## src/rtl/mcp3202_sched.sv

```systemverilog
// -----------------------------------------------------------------------------
// mcp3202_sched
//
// Round-robin scheduler that shares one MCP3202 SPI conversion engine between
// two requesters. A requester posts a request with its own SGL/ODD setting.
// The scheduler grants one requester and fires a one-shot start at the engine.
// It then waits for the engine's done pulse and hands the 12-bit result back
// to the granted requester. Before the next grant it holds a fixed idle gap,
// during which the converter's chip select stays high.
//
// Parameters:
//   GAP_CYCLES      idle cycles after each result before the next grant (0 = none)
//   TIMEOUT_CYCLES  WAIT-state watchdog limit (only with MCP3202_SCHED_TIMEOUT_EN)
//
// Optional feature macro: MCP3202_SCHED_TIMEOUT_EN
//   defined   : WAIT is guarded by a watchdog. On expiry it returns 12'hFFF and
//               sets the sticky err_timeout_o.
//   undefined : WAIT waits indefinitely and err_timeout_o is tied low.
//
// Ports:
//   clk_i          system clock
//   rst_i          asynchronous, active-high reset
//   req_valid_i    per-requester conversion request, held until req_ready_o
//   req_sgl_i      per-requester SGL bit (1 = single-ended)
//   req_odd_i      per-requester ODD bit (channel select)
//   req_ready_o    one-cycle one-hot accept pulse to the granted requester
//   res_valid_o    one-cycle one-hot result pulse to the granted requester
//   res_data_o     result word, held until the next result
//   eng_start_o    one-cycle start pulse to the SPI engine
//   eng_sgl_o      latched SGL for the engine
//   eng_odd_o      latched ODD for the engine
//   eng_busy_i     engine busy, blocks eng_start_o
//   eng_done_i     engine one-cycle completion pulse
//   eng_data_i     engine result, valid with eng_done_i
//   sched_busy_o   high in every state except IDLE
//   err_timeout_o  sticky watchdog error flag
// -----------------------------------------------------------------------------
module mcp3202_sched #(
  parameter int GAP_CYCLES     = 68,
  parameter int TIMEOUT_CYCLES = 4096
) (
  input  logic        clk_i,
  input  logic        rst_i,
  input  logic [1:0]  req_valid_i,
  input  logic [1:0]  req_sgl_i,
  input  logic [1:0]  req_odd_i,
  output logic [1:0]  req_ready_o,
  output logic [1:0]  res_valid_o,
  output logic [11:0] res_data_o,
  output logic        eng_start_o,
  output logic        eng_sgl_o,
  output logic        eng_odd_o,
  input  logic        eng_busy_i,
  input  logic        eng_done_i,
  input  logic [11:0] eng_data_i,
  output logic        sched_busy_o,
  output logic        err_timeout_o
);

  localparam logic [2:0] ST_IDLE  = 3'd0;
  localparam logic [2:0] ST_GRANT = 3'd1;
  localparam logic [2:0] ST_START = 3'd2;
  localparam logic [2:0] ST_WAIT  = 3'd3;
  localparam logic [2:0] ST_DONE  = 3'd4;
  localparam logic [2:0] ST_GAP   = 3'd5;

  // The gap phase and the WAIT watchdog never overlap, so one counter serves
  // both. It is sized for the larger of the two terminal counts.
  localparam int CNT_MAX = (GAP_CYCLES > TIMEOUT_CYCLES) ? GAP_CYCLES : TIMEOUT_CYCLES;
  localparam int CNT_W   = (CNT_MAX > 1) ? $clog2(CNT_MAX) : 1;
  localparam logic [CNT_W-1:0] GAP_LAST = CNT_W'((GAP_CYCLES > 0) ? GAP_CYCLES - 1 : 0);
`ifdef MCP3202_SCHED_TIMEOUT_EN
  localparam logic [CNT_W-1:0] TO_LAST  = CNT_W'((TIMEOUT_CYCLES > 0) ? TIMEOUT_CYCLES - 1 : 0);
`endif

  logic [2:0]       state_q, state_d;
  logic             grant_q, grant_d;     // granted requester; doubles as last_grant
  logic             sgl_q, sgl_d;
  logic             odd_q, odd_d;
  logic [11:0]      res_data_q, res_data_d;
  logic [CNT_W-1:0] cnt_q, cnt_d;
`ifdef MCP3202_SCHED_TIMEOUT_EN
  logic             err_q, err_d;
`endif

  logic             pick;
  logic [1:0]       grant_oh;

  // Under contention the requester that did not win last time is picked.
  // A lone request is granted regardless of history.
  always_comb begin
    if (req_valid_i == 2'b11) pick = ~grant_q;
    else                      pick = req_valid_i[1];
  end

  assign grant_oh = grant_q ? 2'b10 : 2'b01;

  always_comb begin
    // NOTE: every next-state variable gets its hold value first, so no path
    // through the case statement leaves one unassigned and infers a latch.
    state_d    = state_q;
    grant_d    = grant_q;
    sgl_d      = sgl_q;
    odd_d      = odd_q;
    res_data_d = res_data_q;
    cnt_d      = cnt_q;
`ifdef MCP3202_SCHED_TIMEOUT_EN
    err_d      = err_q;
`endif

    case (state_q)
      ST_IDLE: begin
        if (|req_valid_i) begin
          grant_d = pick;
          sgl_d   = req_sgl_i[pick];
          odd_d   = req_odd_i[pick];
          state_d = ST_GRANT;
        end
      end

      ST_GRANT: state_d = ST_START;

      ST_START: begin
        if (!eng_busy_i) begin
          state_d = ST_WAIT;
`ifdef MCP3202_SCHED_TIMEOUT_EN
          cnt_d   = '0;
`endif
        end
      end

      ST_WAIT: begin
        // A done pulse on the same cycle as the watchdog expiry takes
        // priority. Real data beats the error path.
        if (eng_done_i) begin
          res_data_d = eng_data_i;
          state_d    = ST_DONE;
        end
`ifdef MCP3202_SCHED_TIMEOUT_EN
        else if (cnt_q == TO_LAST) begin
          res_data_d = 12'hFFF;
          err_d      = 1'b1;
          state_d    = ST_DONE;
        end else begin
          cnt_d = cnt_q + 1'b1;
        end
`endif
      end

      ST_DONE: begin
        cnt_d   = '0;
        state_d = (GAP_CYCLES > 0) ? ST_GAP : ST_IDLE;
      end

      ST_GAP: begin
        if (cnt_q == GAP_LAST) state_d = ST_IDLE;
        else                   cnt_d   = cnt_q + 1'b1;
      end

      default: state_d = ST_IDLE;
    endcase
  end

  // NOTE: state registers use non-blocking assignments so every flop samples
  // the pre-edge values, independent of block evaluation order.
  always_ff @(posedge clk_i or posedge rst_i) begin
    if (rst_i) begin
      state_q    <= ST_IDLE;
      grant_q    <= 1'b1;           // requester 0 wins the first contention
      sgl_q      <= 1'b0;
      odd_q      <= 1'b0;
      res_data_q <= '0;
      cnt_q      <= '0;
`ifdef MCP3202_SCHED_TIMEOUT_EN
      err_q      <= 1'b0;
`endif
    end else begin
      state_q    <= state_d;
      grant_q    <= grant_d;
      sgl_q      <= sgl_d;
      odd_q      <= odd_d;
      res_data_q <= res_data_d;
      cnt_q      <= cnt_d;
`ifdef MCP3202_SCHED_TIMEOUT_EN
      err_q      <= err_d;
`endif
    end
  end

  // Handshake outputs decode directly from the state register. They therefore
  // fall to zero the moment reset asserts, even in the middle of a cycle.
  assign req_ready_o  = (state_q == ST_GRANT) ? grant_oh : 2'b00;
  assign res_valid_o  = (state_q == ST_DONE)  ? grant_oh : 2'b00;
  assign eng_start_o  = (state_q == ST_START) && !eng_busy_i;
  assign sched_busy_o = (state_q != ST_IDLE);
  assign eng_sgl_o    = sgl_q;
  assign eng_odd_o    = odd_q;
  assign res_data_o   = res_data_q;

`ifdef MCP3202_SCHED_TIMEOUT_EN
  assign err_timeout_o = err_q;
`else
  assign err_timeout_o = 1'b0;
`endif

endmodule

```

## config.mk

```make
export PLATFORM = sky130hd
export DESIGN_NAME = mcp3202_sched
export DESIGN_NICKNAME = d
export VERILOG_FILES = /design/src/rtl/mcp3202_sched.sv
export SDC_FILE = /design/constraint.sdc
export NUM_CORES = 1
export LEC_CHECK = 0
export ABC_AREA = 1
export ABC_CLOCK_PERIOD_IN_PS = 3000
export BUFFER_PORTS_ARGS = -buffer_cell sky130_fd_sc_hd__buf_2
export CAP_MARGIN = 20
export CORE_AREA = 2 2 67 69
export CTS_CLUSTER_DIAMETER = 30
export DETAILED_ROUTE_END_ITERATION = 16
export DIE_AREA = 0 0 69 71
export GPL_TIMING_DRIVEN = 0
export PLACE_DENSITY = 0.64
export SYNTH_ARGS = -nofsm -noshare
export SYNTH_HDL_FRONTEND = slang
export SYNTH_SLANG_ARGS = --single-unit
```

## constraint.sdc

```tcl
create_clock -name clk_i -period 3 [get_ports clk_i]
set_input_delay 0 -clock clk_i [delete_from_list [all_inputs] [get_ports clk_i]]
set_output_delay 0 -clock clk_i [all_outputs]
set_load 0.02 [all_outputs]
```

Word-level counts from Yosys, hierarchy flattened
Cells that the tools add are included.
Widths: inputs -> output; s select.
{"block": "classes", "addsub": 1, "mul": 0, "div": 0, "magnitude_cmp": 1, "n_eq_ne": 12, "shift": 0, "mux": 15, "bitwise": 1, "n_reduce_logical": 10}
{"op": "$pmux 12 s2", "n": 1}
{"op": "$pmux 3 s6", "n": 1}
{"op": "$add 12x1->12 const B", "n": 1}
{"op": "$eq 12x7->1 const B", "n": 1}
{"op": "$mux 12", "n": 1}
{"op": "$mux 3", "n": 4}
{"op": "$ne 2x2->1 const B", "n": 5}
{"op": "$eq 3x2->1 const B", "n": 2}
{"op": "$eq 3x3->1 const B", "n": 2}
{"op": "$mux 2", "n": 3}
{"op": "$reduce_and 2->1", "n": 3}
{"op": "$mux 1", "n": 5}
{"op": "$reduce_and 4->1", "n": 1}
{"op": "$eq 3x1->1 const B", "n": 1}
{"op": "$logic_not 3->1", "n": 1}
{"op": "$reduce_bool 3->1", "n": 1}
{"op": "$eq 2x2->1 const B", "n": 1}
{"op": "$lt 1x2->1 const B", "n": 1}
{"op": "$reduce_bool 2->1", "n": 1}
{"op": "$reduce_or 2->1", "n": 1}
{"op": "$logic_and 1x1->1", "n": 1}
{"op": "$logic_not 1->1", "n": 1}
{"op": "$not 1->1", "n": 1}
{"block": "word_totals", "ff_bits": 30, "latchBits": 0, "ramBits": 0, "mem_bits_ro": 0, "in_bits": 22, "out_inout_bits": 21, "wordCells": 46, "mem_count": 0}

Depth between registers and ports, before layout
{"block": "depth", "depth_word": 4, "depth_mapped": 8, "depth_no_buf": 8}

Least setup slack after synthesis
Ideal clock, no wire load.
{"block": "synth_timing", "path_type": "register -> register", "start": "register state_q[2]", "end": "register res_data_q[0], in the netlist res_data_o[0]", "setup_time_ns": 0.125, "arrival_ns": 1.128, "required_ns": 2.875, "setup_slack_ns": 1.747, "stages_incl_launch_ff": 7, "n_path_buf": 1, "period_less_slack_ns": 1.253, "cell_sequence": "dfrtp_1 -> inv_1 -> nand3_2 -> inv_2 -> nand2_4 -> buf_12 -> mux2_4"}
{"block": "synth_between", "elab_chain_cells": 2}
{"element": "from (decl)", "line": "76", "source": "logic [2:0] state_q, state_d;"}
{"element": "from (signal assigned)", "line": "178", "source": "state_q <= state_d;"}
{"element": "$eq 3x2->1", "line": "111", "source": "case (state_q)"}
{"element": "$reduce_and 2->1 (no source line)"}
{"element": "to (signal assigned)", "line": "182", "source": "res_data_q <= res_data_d;"}
{"element": "to (decl)", "line": "80", "source": "logic [11:0] res_data_q, res_data_d;"}
No other way between the ends.
A chain may end at the register's enable or synchronous reset.

Worst setup path in the final report
{"block": "layout_timing", "start": "register state_q[0]", "end": "output res_valid_o[1]"}
{"block": "layout_between", "elab_chain_cells": 2}
{"element": "$eq 3x3->1", "line": "193", "source": "assign res_valid_o = (state_q == ST_DONE) ? grant_oh : 2'b00;"}
{"element": "$mux 2", "line": "193"}
{"element": "to (decl)", "line": "48", "source": "output logic [1:0] res_valid_o,"}
No other way between the ends.

==> reports/metrics.yaml <==
p_switching_mw: 0.653
finish.instance_area_um2: 2150
hold_class: "in -> reg"
grt_usage_pct: 15.9
use_met3_pct: 5.41
p_leak_nw: 1.16
detail-route-antenna-nets: 0
drv_cap: 0
arrival_ns: 1.50
p_int_mw: 1.04
die_w_um: 69
vias_per_cell: 4.73
n_antenna_cell: 0
avgSynthCellArea_um2: 8.44
p_clk_share_pct: 18.8
numCtsBuffers: 5
synth_xor_area_share_pct: 1.08
fmax_mhz: 666
root_buffer: "clkbuf_8"
rows: 24
ys_seq_elements: 30
gp_congestion: 0.769
hold_viol: 0
clock_skew_ns: 0.00279
core_area_um2: 4200
synth_compound_area_share_pct: 6.37
first_pass_iters: 4
slew_headroom_pct: 56.0
post_drt_wl_per_cell_um: 11.9
cts.sinks: 30
htreeDepth: 2
worstSkewPairLatency_ns: 0.28
ys_warn_count: 0
path_max_fanout: 10
drv_slew: 0
required_ns: 3.00
clk_pin_slew_ns: 0.06
cp-start-kind: "flop"
grt_pass1_vias: 1390
grt_use_met2_pct: 26.6
tns_ns: 0
grt_pass1_wl_um: 6180
mostFrequentLayoutCells: "nand2_1, buf_2, dfrtp_1"
seqPwrFrac_pct: 37.4
area_growth_pct: 32.0
num-nets-final: 279
dieHeight_um: 71
swShare_pct: 38.6
yosys.area.top_type_share_pct: 44.5
end_kind: "output pin"
drive_above_1_share_pct: 27.5
status: "completed"
seqCellArea_um2: 752
power_frac_comb_pct: 43.8
drt_iter0_drc: 82
ys_seq_area_share_pct: 46.2
grt.met1_usage_pct: 19.1
power_density_nw_per_um2: 787
drc: 0
vias: 1453
setup_viol: 0
synth_area_leaders: "dfrtp_1, nand2_1, mux2_4, inv_1, nand3_1"
rsz0062_at_grt: "no"
wl_um: 3640
tightestPinTransition_ns: 0.659
period_share_pct: 50.0
antenna_found_initial: 0
die_area_um2: 4900
grt.busiest_layer: "met2"
synth_top_family_by_area: "simple AND/OR/NAND/NOR gates"
syn_inst: 193
io_pins: 43
tritoncts: "built"
synth_cell_types: 27
synth_fa_ha_area_share_pct: 0.768
layout_commonest_cell: "nand2_1"
multi_input_area_um2: 737
critPathKind: "reg -> out"
clk_path_buf_depth: 2
fillers: 413
port_buffers: 41
grt-ovfl-total: 0
synth_fp_nets: 216
synthMuxAreaShare_pct: 10.6
start_util_pct: 38.7
placed_area_um2: 1930
synth-simple-area-share_pct: 26.2
period_needed_ns: 1.50
grt_max_degree: 17
synthesis.area_um2: 1630
ir_worst_vdd_uv: 347
yosys.area.top_type: "dfrtp_1"
hpwlAfterDp_um: 2610
[what timing repair did]
action | CTS | global route
gates resized for setup | 0 | 0
hold endpoints to repair | 26 | 0
buffers inserted | 0 | 0
hold buffers | 14 | 0
[synthesized netlist by cell type, drive strengths merged]
cell type   n
a21oi       3
buf         3
conb        1
dfrtp      29
dfstp       1
ha          1
inv        27
mux2       12
nand2      50
nand3      18
nand3b      1
nand4       5
nor2       22
nor3        1
nor3b       1
o211ai      2
o21ai      14
xor2        2
[through the flow]
step / power, mW / hold slack, ns / cells / setup WS (ns) / utilization, %
2_1_floorplan: 1.15 / 0.0798 / 193 / 1.75 / -
3_3_place_gp: 1.35 / 0.232 / 286 / 1.58 / 45.2
3_5_place_dp: 1.37 / 0.128 / 287 / 1.53 / 45.8
4_1_cts: 1.71 / 0.0151 / 307 / 1.49 / 51.1
5_1_grt: 1.82 / 0.0435 / 307 / 1.39 / 51.1
6_report: 1.69 / 0.0144 / 307 / 1.50 / 51.1
[flip-flops by register name (all words and copies together) (netlist names)]
signal / cells
cnt_q: 12
res_data_o: 12
state_q: 3
eng_odd_o: 1
eng_sgl_o: 1
grant_q: 1
[worst max-delay path, cell delays in order (launching register included)]
cell and delay, ns:
dfrtp_1 0.46, nor2_1 0.18, nand2_1 0.25, nor2_1 0.16
buf_2 0.18
[path summary, 6_finish.rpt]
check                      slack, ns  cells after the start        endpoint    startpoint
max                             1.50                      4  res_valid_o[1]    state_q[0]
min                             0.01                      3       eng_sgl_o  req_sgl_i[0]
max reg2reg                     1.54                      6        cnt_q[3]    state_q[1]
min reg2reg                     0.49                      2       eng_sgl_o     eng_sgl_o
max in group asynchronous       2.14                      4   res_data_o[2]         rst_i
min in group asynchronous       0.36                      3      state_q[2]         rst_i
[power by group through the flow]
stage          Clock, mW  Sequential, mW  Combinational, mW
2_1_floorplan          0           0.748              0.401
3_3_place_gp           0           0.632              0.715
6_report           0.319           0.633              0.741
5_1_grt            0.350           0.655              0.815
4_1_cts            0.324           0.634              0.751
3_5_place_dp           0           0.639              0.732
[per-layer routing]
metal	vias to the layer above	part of all wire (%)	wire, um
li1	744	-	-
met1	666	44	1610
met2	37	50	1830
met3	6	4.2	154
met4	0	1.3	49
met5	-	0	0
[final cells by class]
type,instances,area share [%]
Timing Repair Buffer,56,17.3
Buffer,3,1.80
Sequential cell,30,35.0
Clock buffer,6,3.84
Tap cell,52,3.03
Inverter,27,4.71
Multi-Input combinational cell,133,34.3
[cells by family (layout without fill, tap and decap cells)]
kind of cell,Yosys count,count (layout)
other,1,1
and+or+nand+nor,98,98
xor gates and xnor gates,2,2
DFF,30,30
AOI/OAI and AO/OA,19,19
muxes,12,12
buffers and inverters,30,92
adders and majority gates,1,1
No activity file was read; power rests on OpenSTA's default activity.
